===== config.mk =====
export PLATFORM = sky130hd
export DESIGN_NAME = rx_serial_7e1
export DESIGN_NICKNAME = d
export VERILOG_FILES = /design/src/rtl/rx_serial_7e1.sv
export SDC_FILE = /design/constraint.sdc
export NUM_CORES = 1
export LEC_CHECK = 0
export CAP_MARGIN = 25
export CORE_ASPECT_RATIO = 0.5
export CORE_MARGIN = 5
export CORE_UTILIZATION = 45
export DETAILED_ROUTE_END_ITERATION = 16
export GPL_ROUTABILITY_DRIVEN = 0
export PLACE_DENSITY = 0.66
export SLEW_MARGIN = 10
export SYNTH_ARGS = -nofsm -noshare
export SYNTH_HDL_FRONTEND = slang
export SYNTH_SLANG_ARGS = --single-unit

===== constraint.sdc =====
create_clock -name clock -period 3.6 [get_ports clock]
set_input_delay 0.72 -clock clock [delete_from_list [all_inputs] [get_ports clock]]
set_output_delay 0.72 -clock clock [all_outputs]
set_load 0.01 [all_outputs]

===== src/rtl/rx_serial_7e1.sv =====
// 7E1 asynchronous serial receiver (7 data bits LSB first, even parity, 1 stop bit).
// Define RX_SERIAL_OVERRUN_EN to add the erro_overrun output.
module rx_serial_7e1 #(
    parameter int BAUD_DIV = 434,
    parameter int HALF_DIV = BAUD_DIV / 2
) (
    input  logic       clock,
    input  logic       reset,
    input  logic       dado_serial,
    input  logic       recebe,
    output logic [6:0] dados_ascii,
    output logic       pronto,
    output logic       tem_dado,
    output logic       erro_paridade,
    output logic       erro_frame,
`ifdef RX_SERIAL_OVERRUN_EN
    output logic       erro_overrun,
`endif
    output logic [3:0] db_estado
);

    localparam int CW = $clog2(BAUD_DIV);
    localparam logic [CW-1:0] BAUD_LAST = CW'(BAUD_DIV - 1);
    localparam logic [CW-1:0] HALF_LAST = CW'(HALF_DIV - 1);

    typedef enum logic [3:0] {
        INICIAL  = 4'd0,
        START    = 4'd1,
        DADOS    = 4'd2,
        PARIDADE = 4'd3,
        STOP     = 4'd4,
        FIM      = 4'd5
    } state_t;

    state_t      state_q, state_d;
    logic        sync1_q, sync2_q;
    logic [CW-1:0] cnt_q, cnt_d;
    logic [2:0]  bit_idx_q, bit_idx_d;
    logic [6:0]  shift_q, shift_d;
    logic        par_bit_q, par_bit_d;
    logic        brk_q, brk_d;
    logic [6:0]  dados_q, dados_d;
    logic        erro_par_q, erro_par_d;
    logic        erro_frame_q, erro_frame_d;
    logic        tem_dado_q, tem_dado_d;
`ifdef RX_SERIAL_OVERRUN_EN
    logic        ovr_q, ovr_d;
`endif

    logic line_s;
    logic baud_done;
    logic half_done;
    logic frame_good;

    assign line_s     = sync2_q;
    assign baud_done  = (cnt_q == BAUD_LAST);
    assign half_done  = (cnt_q == HALF_LAST);
    assign frame_good = !erro_par_q && !erro_frame_q;

    always_ff @(posedge clock or negedge reset) begin
        if (!reset) begin
            sync1_q      <= 1'b1;
            sync2_q      <= 1'b1;
            state_q      <= INICIAL;
            cnt_q        <= '0;
            bit_idx_q    <= '0;
            shift_q      <= '0;
            par_bit_q    <= 1'b0;
            brk_q        <= 1'b0;
            dados_q      <= '0;
            erro_par_q   <= 1'b0;
            erro_frame_q <= 1'b0;
            tem_dado_q   <= 1'b0;
`ifdef RX_SERIAL_OVERRUN_EN
            ovr_q        <= 1'b0;
`endif
        end else begin
            sync1_q      <= dado_serial;
            sync2_q      <= sync1_q;
            state_q      <= state_d;
            cnt_q        <= cnt_d;
            bit_idx_q    <= bit_idx_d;
            shift_q      <= shift_d;
            par_bit_q    <= par_bit_d;
            brk_q        <= brk_d;
            dados_q      <= dados_d;
            erro_par_q   <= erro_par_d;
            erro_frame_q <= erro_frame_d;
            tem_dado_q   <= tem_dado_d;
`ifdef RX_SERIAL_OVERRUN_EN
            ovr_q        <= ovr_d;
`endif
        end
    end

    always_comb begin
        state_d      = state_q;
        cnt_d        = cnt_q;
        bit_idx_d    = bit_idx_q;
        shift_d      = shift_q;
        par_bit_d    = par_bit_q;
        brk_d        = brk_q;
        dados_d      = dados_q;
        erro_par_d   = erro_par_q;
        erro_frame_d = erro_frame_q;
        tem_dado_d   = tem_dado_q;
`ifdef RX_SERIAL_OVERRUN_EN
        ovr_d        = ovr_q;
`endif

        if (recebe) begin
            tem_dado_d = 1'b0;
`ifdef RX_SERIAL_OVERRUN_EN
            ovr_d      = 1'b0;
`endif
        end

        case (state_q)
            INICIAL: begin
                // After a break (stop bit low) the line must go idle before re-arming.
                if (brk_q) begin
                    if (line_s) brk_d = 1'b0;
                end else if (!line_s) begin
                    cnt_d   = '0;
                    state_d = START;
                end
            end
            START: begin
                if (half_done) begin
                    cnt_d     = '0;
                    bit_idx_d = '0;
                    state_d   = line_s ? INICIAL : DADOS;
                end else begin
                    cnt_d = cnt_q + CW'(1);
                end
            end
            DADOS: begin
                if (baud_done) begin
                    cnt_d     = '0;
                    shift_d   = {line_s, shift_q[6:1]};
                    bit_idx_d = bit_idx_q + 3'd1;
                    if (bit_idx_q == 3'd6) state_d = PARIDADE;
                end else begin
                    cnt_d = cnt_q + CW'(1);
                end
            end
            PARIDADE: begin
                if (baud_done) begin
                    cnt_d     = '0;
                    par_bit_d = line_s;
                    state_d   = STOP;
                end else begin
                    cnt_d = cnt_q + CW'(1);
                end
            end
            STOP: begin
                // Character and error flags become visible together with pronto.
                if (baud_done) begin
                    cnt_d        = '0;
                    dados_d      = shift_q;
                    erro_par_d   = (^shift_q) ^ par_bit_q;
                    erro_frame_d = !line_s;
                    brk_d        = !line_s;
                    state_d      = FIM;
                end else begin
                    cnt_d = cnt_q + CW'(1);
                end
            end
            FIM: begin
                state_d = INICIAL;
                if (frame_good) begin
`ifdef RX_SERIAL_OVERRUN_EN
                    if (tem_dado_q && !recebe) ovr_d = 1'b1;
`endif
                    tem_dado_d = 1'b1;
                end
            end
            default: begin
                cnt_d   = '0;
                state_d = INICIAL;
            end
        endcase
    end

    assign pronto        = (state_q == FIM);
    assign dados_ascii   = dados_q;
    assign tem_dado      = tem_dado_q;
    assign erro_paridade = erro_par_q;
    assign erro_frame    = erro_frame_q;
    assign db_estado     = state_q;
`ifdef RX_SERIAL_OVERRUN_EN
    assign erro_overrun  = ovr_q;
`endif

endmodule


==> results.json, run 1 <==
{
  "vias": 1212,
  "tightest_slew_ps": 692,
  "slowest_stage": "dfrtp_1",
  "max_slew_margin": 0.538,
  "max_freq_mhz": 420,
  "holdBufCountCts": 0,
  "arrival_ps": 1660,
  "io_pins": 19,
  "fin_setup_tns_ps": 0,
  "synth_top_cell_by_area": "dfrtp_1",
  "crit_path_end_kind": "output pin",
  "cts_sinks": 36,
  "ys_seq_area_frac": 0.499,
  "synth.net_count": 166,
  "layout-drive-gt1-share": 0.175,
  "crit_path_start": "db_estado[0]",
  "setup_viol": 0,
  "worst-path-buf-inv": 1,
  "vias_per_cell": 5.25,
  "portBuffers": 17,
  "finalNonFillerCells": 231,
  "dpl_worst_slack_ps": 1500,
  "ir_drop_mv": 0.147,
  "wl_um": 3320,
  "grt_max_degree": 37,
  "cts_max_path_buffers": 2,
  "cts_tree": "done",
  "start_util": 0.466,
  "hold_viol_final": 0,
  "fin_util": 0.550,
  "dp_hpwl_um": 2230,
  "fin_nets": 185,
  "fin_crit_ps": 2380,
  "cpPeakStageDelay_ps": 550,
  "syn2layout_area_growth_pct": 18.0,
  "r2r_start": "cnt_q[2]",
  "synth.top_cell.area_share": 0.470,
  "dp_cells": 223,
  "setup.worst_path.class": "flop to output pin",
  "clockRootBuffer": "clkbuf_8",
  "first_iter_violations": 59,
  "die_w_um": 99.7,
  "avgSynthCellArea_um2": 11.5,
  "ys_seq_elements": 36,
  "dieArea_um2": 5470,
  "die_h_um": 54.9,
  "htree_levels": 2,
  "syn_area_um2": 1810,
  "overflow": 0,
  "grt_util_all_layers": 0.138,
  "fin_total_pwr_mw": 0.774,
  "async_flop_share": 1.00,
  "antenna_cells": 0,
  "drc": 0,
  "synth.yosys.warnings": 0,
  "core_area_um2": 3880,
  "skew_ps": 7.58,
  "grt_setup_unrepaired": "false",
  "ys_types": 47,
  "path_clk_slew_ps": 80,
  "cp.required_ps": 2880,
  "p_leak_nw": 0.986,
  "antenna_left": 0,
  "cp_max_fo": 12,
  "syn_inst": 157,
  "power.density_nw_per_um2": 362,
  "cts_resized": 0,
  "insertion_delay_ps": 290,
  "start_kind": "flop",
  "grt_pass1_wl_um": 5610,
  "place_area_um2": 2020,
  "dr.pass1.iters": 4,
  "worstHoldStart": "sync1_q",
  "fin_ws_ps": 1220,
  "final_area_um2": 2140,
  "routedWlPerCell_um": 14.4,
  "synth_edf_count": 0,
  "grt_pass1_vias": 1175,
  "antenna_found_initial": 0,
  "holdWs_ps": 360,
  "status": "complete, no violations",
  "cts_buffers": 5,
  "hp-class": "flop to flop",
  "crit_chain": "and3_1, clkdlybuf4s50_1",
  "synthFlopType": "dfrtp_1",
  "maxCapViolCount": 0,
  "crit_family": "flip-flops",
  "finalCritPeriodShare": 0.661,
  "fillerInstances": 345,
  "report.final.slew_viol_count": 0,
  "post_cts_buffers": 0,
  "row_count": 16,
  "synth.area.top_cells": "dfrtp_1, mux2_2, ha_1"
}
[worst reg2reg max path: stages, from the launching register on]
cell and delay [ps]:
dfrtp_1 470, nor4b_2 410, nand4_1 570, mux2_1 510
[per-layer routing]
layer	wire, µm	up-vias	track usage
met1	1600	594	0.168
met3	133	4	0.0394
li1	-	597	-
met4	55	0	0.0884
met5	0	-	0
met2	1530	17	0.222
[area by class of cell]
class | instances | area, µm² | share of cell area
clock buffer | 5 | 68.8 | 0.0322
timing repair buffer | 18 | 178 | 0.0832
inverter | 7 | 26.3 | 0.0123
tap | 54 | 67.6 | 0.0316
clock inverter | 3 | 42.5 | 0.0199
sequential | 36 | 903 | 0.423
multi-input combinational | 108 | 850 | 0.398
[layout by cell type (no fill, tap or decap), types with 7 or more instances in the layout]
cell type,Yosys,final
dfrtp_1,34,34
inv_1,7,7
clkdlybuf4s50_1,0,17
xnor2_1,7,7
nand2_1,9,9
mux2_2,13,13
nor2_1,8,8
[Yosys cell counts (4+ instances only)]
cell type   n
mux2_2     13
ha_1        5
nand2_1     9
inv_1       7
xnor2_1     7
o21ai_0     5
nor2_1      8
a21oi_1     5
dfrtp_1    34
a21o_1      4
[logic make-up after synthesis]
group | after synthesis | share of synthesized area
adders and majority gates | 5 | 0.0346
AOI/OAI and AO/OA | 31 | 0.127
buffers and inverters | 13 | 0.0318
xor gates and xnor gates | 8 | 0.0387
and+or+nand+nor | 43 | 0.142
DFF | 36 | 0.499
muxes | 20 | 0.124
other | 1 | 0.00207
[final timing paths]
path	end	slack, ps	depth (start not counted)
worst max-delay path	pronto	1220	2
worst min register to register	line_s	360	0
min in group asynchronous	cnt_q[7]	830	2
worst max register to register	shift_q[1]	1540	3
worst min-delay path	line_s	360	0
max in group asynchronous	line_s	2420	2
[power breakdown]
group	total, mW	internal [mW]	switching, mW
sequential	0.408	0.406	0.00143
combinational	0.0122	0.00386	0.00838
clock	0.354	0.205	0.149
total	0.774	0.615	0.159
[flip-flops by register name (all words and copies together), names as in the netlist]
name,count
cnt_q,9
tem_dado,1
shift_q,7
db_estado,3
dados_ascii,7
brk_q,1
erro_frame,1
bit_idx_q,3
sync1_q,1
line_s,1
erro_paridade,1
par_bit_q,1
No activity file was read; power rests on OpenSTA's default activity.
==> run 2: changes to the inputs <==
- PLACE_DENSITY: 0.66 -> 0.68
- clock period: 3.6 -> 2.06 ns (I/O delays scaled with it)
==> run 2 against run 1 <==
Die area unchanged; global-route usage down 0.32 points; combinational power up 80%; first-iteration DRC count down 41%; sequential share of layout area down 0.58 points; design area up 1.8%; routed wire length up 0.30%; setup slack worse by 1100 ps; register-to-register slack worse by 1400 ps; final cell count up 3.0%; count of clock-buffer cells in the layout up 2; critical endpoint unchanged; largest cell class unchanged.
==> results.json, run 2 (synthesis results as in run 1) <==
{
  "status": "complete, no violations",
  "slowest_stage": "clkdlybuf4s50_1",
  "setup.worst_path.class": "flop to output pin",
  "crit_path_end_kind": "output pin",
  "report.final.slew_viol_count": 0,
  "grt_pass1_wl_um": 5480,
  "antenna_left": 0,
  "whs_path_depth": 0,
  "clockRootBuffer": "clkbuf_8",
  "die_h_um": 54.9,
  "die_w_um": 99.7,
  "drc": 0,
  "fin_crit_ps": 1950,
  "cts_max_path_buffers": 2,
  "ir_drop_mv": 0.215,
  "start_util": 0.466,
  "arrival_ps": 1540,
  "cts_sinks": 36,
  "portBuffers": 17,
  "path_clk_slew_ps": 70,
  "fin_setup_tns_ps": 0,
  "hold_viol_final": 0,
  "cp.required_ps": 1650,
  "syn2layout_area_growth_pct": 20.1,
  "hold_end": "line_s",
  "antenna_found_initial": 0,
  "cts_buffers": 5,
  "wl_um": 3330,
  "rr_worst_depth": 6,
  "dp_hpwl_um": 2350,
  "grt_util_all_layers": 0.135,
  "core_area_um2": 3880,
  "first_iter_violations": 35,
  "dr.pass1.iters": 4,
  "layout_common_cells": "dfrtp_1, clkdlybuf4s50_1, mux2_2, nand2_1",
  "fin_nets": 192,
  "p_leak_nw": 1.01,
  "dieArea_um2": 5470,
  "layout-drive-gt1-share": 0.217,
  "setup_viol": 0,
  "overflow": 0,
  "insertion_delay_ps": 290,
  "cp_max_fo": 6,
  "row_count": 16,
  "rrSetupSlack_ps": 140,
  "crit_chain": "inv_1, and3_1, clkdlybuf4s50_1",
  "holdBufCountCts": 0,
  "power.density_nw_per_um2": 578,
  "regMostFlops": "cnt_q",
  "io_pins": 19,
  "vias": 1275,
  "skew_ps": 9.43,
  "worstHoldStart": "sync1_q",
  "r2r_end": "db_estado[0]",
  "r2r_start": "cnt_q[0]",
  "start_kind": "flop",
  "grt_pass1_vias": 1180,
  "grt_setup_unrepaired": "false",
  "final_common_cell": "dfrtp_1",
  "fin_total_pwr_mw": 1.26,
  "cpPeakStageDelay_ps": 540,
  "antenna_cells": 0,
  "hp-class": "flop to flop",
  "grt_max_degree": 37,
  "max_freq_mhz": 513,
  "htree_levels": 2,
  "vias_per_cell": 5.36,
  "cts_tree": "done",
  "finalCritPeriodShare": 0.946,
  "routedWlPerCell_um": 14.0,
  "maxCapViolCount": 0,
  "largest_register_ffs": 9
}
[run 2: changes by cell type in the layout (fill, tap and decap cells not counted)]
cell,before,now
buf_4,1,8
bufinv_16,1,0
clkbuf_1,0,1
dfrtp_2,0,3
clkbuf_8,5,6
dfrtp_1,34,31
clkinv_2,1,0
[run 2: power by group]
part	internal, mW	leakage [nW]	total (mW)	switching (mW)
clock	0.272	0.0445	0.522	0.251
combinational	0.00674	0.487	0.0219	0.0152
sequential	0.710	0.478	0.713	0.00251
total	0.988	1.01	1.26	0.268
[run 2: metrics by stage]
stage                      util  instance area [µm²]  hold WS [ps]  std cells  setup slack (ps)
after floorplan               -                 1810           116        157               234
after global placement    0.531                 2060           346        228               211
after detailed placement  0.531                 2060           349        228               131
after CTS                 0.555                 2160           359        236              3.57
after global routing      0.560                 2170           366        238              37.5
final                     0.560                 2170           357        238               112
[run 2: how the worst max path moves through the flow]
stage / startpoint / endpoint / slack (ps) / cells after the start
6_report: db_estado[1] / pronto / 110 / 3
5_1_grt: db_estado[1] / pronto / 40 / 3
4_1_cts: db_estado[1] / pronto / 4 / 3
3_5_place_dp: cnt_q[0] / cnt_q[4] / 130 / 6
3_3_place_gp: cnt_q[0] / db_estado[0] / 210 / 6
2_1_floorplan: db_estado[1] / db_estado[0] / 230 / 5
[run 2: area by class of cell]
type | count | area, µm²
sequential | 36 | 907
clock inverter | 1 | 7.51
timing repair buffer | 25 | 230
multi-input combinational | 108 | 850
tap | 54 | 67.6
inverter | 7 | 26.3
fill | 330 | 1710
clock buffer | 7 | 86.3
[run 2: routing by layer]
metal	GRT usage	vias up	wire [µm]
met3	0.0433	7	145
met2	0.228	22	1570
met1	0.160	630	1550
met4	0.0658	0	65
met5	0	-	0
li1	-	616	-
[run 2: critical path, delay by kind of cell (launching register included)]
family | cells | cell delay (ps)
flops | 1 | 440
simple gates | 1 | 190
buf+inv | 2 | 620
[run 2: timing repair]
| item | 4_1_cts | 5_1_grt |
|---|---|---|
| endpoints found under the setup margin | 0 | 1 |
| buffers inserted | 0 | 2 |
| gates resized for setup | 0 | 3 |
